--- src/rtl/disp_scan_ctrl.sv ---
`default_nettype none
// +--------------------------------------------------------------------------+
// | disp_scan_ctrl: binary->BCD (double-dabble) plus 3-digit multiplexed scan. |
// | Optional macro DISP_SCAN_BLANK_EN: leading-zero blanking. Rev 1.0          |
// +--------------------------------------------------------------------------+
module disp_scan_ctrl #(
  parameter int SCAN_DIV = 50000
) (
  input  logic       clk,
  input  logic       rst,
  input  logic [8:0] val,
  input  logic       load,
  output logic       busy,
  output logic       bcd_valid,
  output logic [3:0] digit,
  output logic [2:0] dig_en
);

  localparam int            PW          = (SCAN_DIV > 1) ? $clog2(SCAN_DIV) : 1;
  localparam logic [PW-1:0] c_presc_max = PW'(SCAN_DIV - 1);

  typedef enum logic [1:0] {
    IDLE   = 2'd0,
    SHIFT  = 2'd1,
    COMMIT = 2'd2
  } state_t;

  state_t         state_q, state_d;
  logic [8:0]     bin_q, bin_d;
  logic [11:0]    bcd_q, bcd_d;
  logic [10:0]    bcd_adj;
  logic [3:0]     step_q, step_d;
  logic           busy_q, busy_d;
  logic           valid_q, valid_d;
  logic [11:0]    disp_q, disp_d;
  logic [PW-1:0]  presc_q, presc_d;
  logic [1:0]     idx_q, idx_d;
  logic [3:0]     digit_q, digit_d;
  logic [2:0]     dig_en_q, dig_en_d;

  // Conversion FSM
  always_comb begin
    state_d = state_q;
    bin_d   = bin_q;
    bcd_d   = bcd_q;
    step_d  = step_q;
    busy_d  = busy_q;
    valid_d = valid_q;
    disp_d  = disp_q;

    // Hundreds never reaches 5 before the last shift of a 9-bit input.
    bcd_adj = bcd_q[10:0];
    for (int i = 0; i < 2; i++) begin
      if (bcd_q[i*4 +: 4] >= 4'd5) begin
        bcd_adj[i*4 +: 4] = bcd_q[i*4 +: 4] + 4'd3;
      end
    end

    case (state_q)
      IDLE: begin
        if (load) begin
          bin_d   = val;
          bcd_d   = '0;
          step_d  = '0;
          busy_d  = 1'b1;
          state_d = SHIFT;
        end
      end
      SHIFT: begin
        {bcd_d, bin_d} = {bcd_adj, bin_q, 1'b0};
        step_d         = step_q + 4'd1;
        if (step_q == 4'd8) begin
          state_d = COMMIT;
        end
      end
      COMMIT: begin
        disp_d  = bcd_q;
        busy_d  = 1'b0;
        valid_d = 1'b1;
        state_d = IDLE;
      end
      default: begin
        state_d = IDLE;
      end
    endcase
  end

  // Scanner: outputs pair the next index with the current (pre-commit) display
  always_comb begin
    presc_d = presc_q + PW'(1);
    idx_d   = idx_q;
    if (presc_q == c_presc_max) begin
      presc_d = '0;
      idx_d   = (idx_q == 2'd2) ? 2'd0 : idx_q + 2'd1;
    end

    case (idx_d)
      2'd0:    digit_d = disp_q[3:0];
      2'd1:    digit_d = disp_q[7:4];
      default: digit_d = disp_q[11:8];
    endcase

    dig_en_d = 3'b001 << idx_d;
`ifdef DISP_SCAN_BLANK_EN
    if ((idx_d == 2'd2) && (disp_q[11:8] == 4'd0)) begin
      dig_en_d = 3'b000;
    end
    if ((idx_d == 2'd1) && (disp_q[11:4] == 8'd0)) begin
      dig_en_d = 3'b000;
    end
`endif
  end

  always_ff @(posedge clk) begin
    if (rst) begin
      state_q  <= IDLE;
      bin_q    <= '0;
      bcd_q    <= '0;
      step_q   <= '0;
      busy_q   <= 1'b0;
      valid_q  <= 1'b0;
      disp_q   <= '0;
      presc_q  <= '0;
      idx_q    <= '0;
      digit_q  <= 4'd0;
      dig_en_q <= 3'b001;
    end else begin
      state_q  <= state_d;
      bin_q    <= bin_d;
      bcd_q    <= bcd_d;
      step_q   <= step_d;
      busy_q   <= busy_d;
      valid_q  <= valid_d;
      disp_q   <= disp_d;
      presc_q  <= presc_d;
      idx_q    <= idx_d;
      digit_q  <= digit_d;
      dig_en_q <= dig_en_d;
    end
  end

  assign busy      = busy_q;
  assign bcd_valid = valid_q;
  assign digit     = digit_q;
  assign dig_en    = dig_en_q;

endmodule
`default_nettype wire

--- config.mk ---
export PLATFORM = sky130hd
export DESIGN_NAME = disp_scan_ctrl
export DESIGN_NICKNAME = d
export VERILOG_FILES = /design/src/rtl/disp_scan_ctrl.sv
export SDC_FILE = /design/constraint.sdc
export NUM_CORES = 1
export LEC_CHECK = 0
export BUFFER_PORTS_ARGS = -buffer_cell sky130_fd_sc_hd__buf_2
export CAP_MARGIN = 20
export CORE_MARGIN = 4
export CORE_UTILIZATION = 40
export CTS_CLUSTER_DIAMETER = 150
export CTS_CLUSTER_SIZE = 12
export DETAILED_ROUTE_END_ITERATION = 6
export PLACE_DENSITY_LB_ADDON = 0.1
export SYNTH_ARGS = -nofsm -noshare
export SYNTH_HDL_FRONTEND = slang
export SYNTH_SLANG_ARGS = --single-unit
--- constraint.sdc ---
create_clock -name clk -period 2.2 [get_ports clk]
set_clock_uncertainty 0.15 [all_clocks]
set_input_delay 0.33 -clock clk [delete_from_list [all_inputs] [get_ports clk]]
set_output_delay 0.33 -clock clk [all_outputs]
set_load 0.02 [all_outputs]
* After elaboration in Yosys (flattened, before gate mapping)
Index checks and enable logic that the tools add are counted.
Storage, ports and cells: register bits 66, bits of input ports 12, output and inout bits 9, word-level logic and storage cells 51
Cells by class: $add $sub $neg 5, order comparisons 2, equality and inequality tests 8, shifts and indexed selects 1, muxes and demuxes 16, reduce and logical (&&, ||, !) cells 8
Operator list (number):
- one-hot mux 12 bit (2 select lines) | 1
- one-hot mux 9 bit (2 select lines) | 1
- adder 16 x 1 -> 16 bit, second input constant | 1
- == test 16 bit, second input constant | 1
- one-hot mux 4 bit (2 select lines) | 2
- two-way mux 12 bit | 1
- two-way mux 4 bit | 3
- two-way mux 9 bit | 1
- adder 4 x 2 -> 4 bit, second input constant | 2
- >= comparator 4 x 3 -> 1 bit, second input constant | 2
- two-way mux 2 bit | 4
- AND reduction 2 bit | 3
- adder 4 x 1 -> 4 bit, second input constant | 1
- == test 2 x 1 -> 1 bit, second input constant | 2
- == test 2 bit, second input constant | 2
- == test 4 bit, second input constant | 1
- zero test 2 bit | 2
- inequality test 2 bit, second input constant | 2
- one-hot mux 2 bit (2 select lines) | 1
- nonzero test 2 bit | 2
- << shifter 1 x 2 -> 3 bit, first input constant | 1
- adder 2 x 1 -> 2 bit, second input constant | 1
- one-hot mux 1 bit (2 select lines) | 1
- OR reduction 2 bit | 1
- two-way mux 1 bit | 1

* Depth between registers and ports, before layout
depth in word-level cells 5, mapped depth 8, mapped depth without buffers 7

* Least setup slack after synthesis
Ideal clock, no wire load.
kind reg2reg, start point register presc_q[0], end point register presc_q[6], library setup time 0.062 ns, data arrival time 1.583 ns, data required time 1.988 ns, path slack 0.405 ns, stages on the path, launching flop included 9, path buffers 3, period minus slack after synthesis 1.795 ns, cells stage by stage dfxtp_1 > ha_1 > and3_1 > and4_1 > buf_6 > or2_1 > buf_6 > buf_12 > nor2_4
Between the ends: word-level cells in the longest chain between the ends 2, elaborated cells between the ends (all ways) 3, classes of those cells add/sub (1); eq/ne (1); reduce/logical (1)
Ends and longest elaborated chain:
- start, declared | line 36 | logic [PW-1:0] presc_q, presc_d;
- start signal, assigned | line 135 | presc_q <= presc_d;
- parallel branches: the longest is 2 deep, another holds adder 16 x 1 -> 16 bit
Several ways; the timed one is not identified. A chain may end at the register's enable or synchronous reset.

* Worst setup path after layout
start point register presc_q[0], end point register digit_q[2] (netlist: digit[2])
Between the ends: word-level cells in the longest chain between the ends 4, elaborated cells between the ends (all ways) 5, classes of those cells eq/ne (2); mux (2); reduce/logical (1)
Ends and longest elaborated chain:
- == test 16 bit (*) | line 92 | if (presc_q == c_presc_max) begin
- two-way mux 2 bit (*) | line 92
- == test 2 x 1 -> 1 bit or zero test 2 bit (tied branches) | line 97 | case (idx_d)
- one-hot mux 4 bit (2 select lines) (*) | line 97
- end signal, assigned | line 137 | digit_q <= digit_d;
- end, declared | line 38 | logic [3:0] digit_q, digit_d;
Mark *: on every way between the ends. The rest lies on a longest branch, timed or not.

==> metrics <==
status=finished clean; GP Congestion=0.7095; min Tclk post-route=1.978 ns; PwrDens=751.6 mW/mm^2; R2R Path Start=presc_q[0]; mux share of post-synthesis cell area=0.02025; logic gate share of total power=0.061; GRT Util Overall=0.1387; Async S/R FF share, synth=0; CP peak stage delay=0.38 ns; row count=30; main combinational cell family by area after synthesis=simple AND/OR/NAND/NOR gates; ant diodes=0; initial antenna violation count=0; Area growth, synth to finish=13.25%; Synth Area in Compound Gates=0.09067; Int Power=0.001856 W; total die area=0.008519 sq mm; highest clock rate=0.5057 GHz; Slew headroom=0.7252; max-cap violations=0; CP Launch Type=flip-flop; post-route cell area=0.003219 sq mm; R2R Setup Slk=0.22 ns; worst setup path startpoint=presc_q[0]; worst-margin pin slew=0.4113 ns; ANT nets after route=0; fin. max-slew vios=0; CTS root buffer=clkbuf_8; r2r worst-path depth=6; Setup WS post-layout=0.2223 ns; Post-layout nets=362; fill count=712; share of cells above drive strength 1=0.1695; CTS tree=yes; First-pass DRT Iterations=4; routed vias/inst=4.926; number of setup violations in the final report=0; HPWL after DPL=3616 um; Register Area=0.001321 sq mm; H-tree depth=3; DR DRC count=0; number of setup buffers added after CTS=0; Pleak=1.176 nW; CP endpoint=digit[2]; adder-cell share of the synthesized area=0.03081; Synth cell types=45; Psw=0.0005632 W; first-pass GRT wire length=9480 um; Initial Utilization=0.4161; Clock Path Buffers=2; Worst-path clk slew=0.07 ns; crit-path cells=ha_1 -> and3_1 -> and4_2 -> mux2i_2 -> nor2_1 -> nor3_1; kind of cell adding the most delay to the critical path=simple AND/OR/NAND/NOR gates; CTS buffer count=9; final core utilization=0.4712; Slowest-stage cell, CP=and4_2; worst slack, placed=0.1249 ns; DR iter-0 viols=85; Worst Path Buf+Inv=0; IO buf count=20; Hold Path Class=in2reg; Area contributors post-synth=dfxtp_1 (46%), nor2_1 (6.2%), a21oi_1 (5.3%); Top Ports=21; Syn Nets=345; synthesized netlist cell count=326; switching fraction of total power=0.2328; Syn Std Cell Area=0.002843 sq mm; WL per Instance=12.31 um; worst skew pair latency=0.33 ns; Reg power frac=0.511; Post-synth top cells=dfxtp_1 (66), nor2_1 (47), nand2_1 (39); critical path capture point type=flip-flop; Total Wirelength=5466 um; syn avg cell area=8.720 sq um; Post-synth EDFFs=0; Chip Width=92.30 um; Post-CTS Resized=0; Crit. path cell count=6; GRT overflow=0; Crit path arrival time=2.09 ns; area of the multi-input gates=0.001385 sq mm; Yosys top cell area share=0.4648; count leader, synth=dfxtp_1; Max rail drop VDD=0.2624 mV; vias in the first global route=2,014; Clk pwr share=0.427; cts-stage hold buffer count=0; Period Utilization, post-route=0.8989; RSZ-0062 raised after global routing=false; # clock sinks=66; Synth area leader=dfxtp_1; Setup CP Type=reg2reg; Final Hold Vio Count=0; Crit Path Max Fanout=7; r2r endpoint=digit[2]; Vias=2,187; final setup TNS=0 ns; die height=92.30 um; Most used DFF post-synth=dfxtp_1; synth warn=0; XOR/XNOR share of the synthesized area=0.06118; largest net degree at the start of global routing=39; CP required=2.31 ns; placed cell area=0.003013 sq mm; #FFs+latches synth=66; register area share after synthesis=0.4648; core footprint=0.006832 sq mm; post-synthesis simple-gate area fraction=0.2839
## registers in the layout, indices dropped and copies added (netlist names)
| register | flops |
|---|---|
| bcd_q | 12 |
| idx_q | 2 |
| dig_en | 3 |
| step_q | 4 |
| disp_q | 12 |
| digit | 4 |
| busy | 1 |
| presc_q | 16 |
| bcd_valid | 1 |
| bin_q | 9 |
| state_q | 2 |
## cells by family (layout without fill, tap and decap cells)
group,Yosys count,after routing
xor gates and xnor gates,19,19
muxes,4,4
AOI/OAI and AO/OA,45,45
adders and majority gates,7,7
DFF,66,66
buffers and inverters,28,50
and+or+nand+nor,157,157
## power groups by stage
stage / Sequential, W / Combinational, W / Clock (W)
finish: 0.00124 / 0.000149 / 0.00103
global route: 0.00124 / 0.000172 / 0.00112
CTS: 0.00124 / 0.000152 / 0.00107
detailed placement: 0.00127 / 0.000151 / 0
global placement: 0.00126 / 0.000149 / 0
floorplan: 0.00126 / 0.000110 / 0
## through the flow
stage	hold slack (ns)	std cells	total power [W]
after CTS	0.09487	444	0.002458
after global routing	0.1169	444	0.002530
after global placement	0.2817	428	0.001414
after floorplan	0.2732	326	0.001374
final	0.1119	444	0.002420
after detailed placement	0.2926	428	0.001416
## how the worst min path moves through the flow
| stage | startpoint | endpoint | slack [ns] | depth (start not counted) |
|---|---|---|---|---|
| global placement | presc_q[0] | presc_q[0] | 0.28 | 1 |
| finish | val[0] | bin_q[0] | 0.11 | 3 |
| floorplan | presc_q[0] | presc_q[0] | 0.27 | 1 |
| global route | val[0] | bin_q[0] | 0.12 | 3 |
| CTS | val[0] | bin_q[0] | 0.09 | 3 |
| detailed placement | presc_q[0] | presc_q[0] | 0.29 | 1 |
## final cells by class
cell class | count | area share
multi-input cells | 232 | 0.4302
flip-flops and latches | 66 | 0.4104
repair buffers | 26 | 0.04897
clock buffers | 12 | 0.04819
well taps | 96 | 0.03731
clock inverters | 4 | 0.01555
inverters | 8 | 0.009328
## worst register-to-register path: stages (launching register included)
cell and delay (ns):
dfxtp_1 0.37, ha_1 0.19, and3_1 0.21, and4_2 0.38, mux2i_2 0.37, nor2_1 0.07, nor3_1 0.17
## cell usage in the layout (no fill, tap or decap), types with 3 or more instances in the layout
cell	n
and4_1	3
nand3_1	15
xnor2_1	7
nand4_1	4
o32ai_1	4
ha_1	7
and3_1	4
dfxtp_1	66
o21ai_0	4
nand2b_1	4
buf_2	20
a21oi_1	30
clkbuf_8	11
nor2_1	47
nor3_1	9
xor2_1	11
nor2_4	8
nand2_1	39
nor4_1	7
inv_1	8
buf_4	5
## metal layers
layer  track usage  vias to the layer above  wire length (um)
met2        0.2018                       26              2405
li1              -                     1142                 -
met1        0.1931                     1009              2803
met3       0.03412                       10               153
met5             0                        -                 0
met4       0.06312                        0               104
Note: power is estimated with default switching activity, not from simulation.
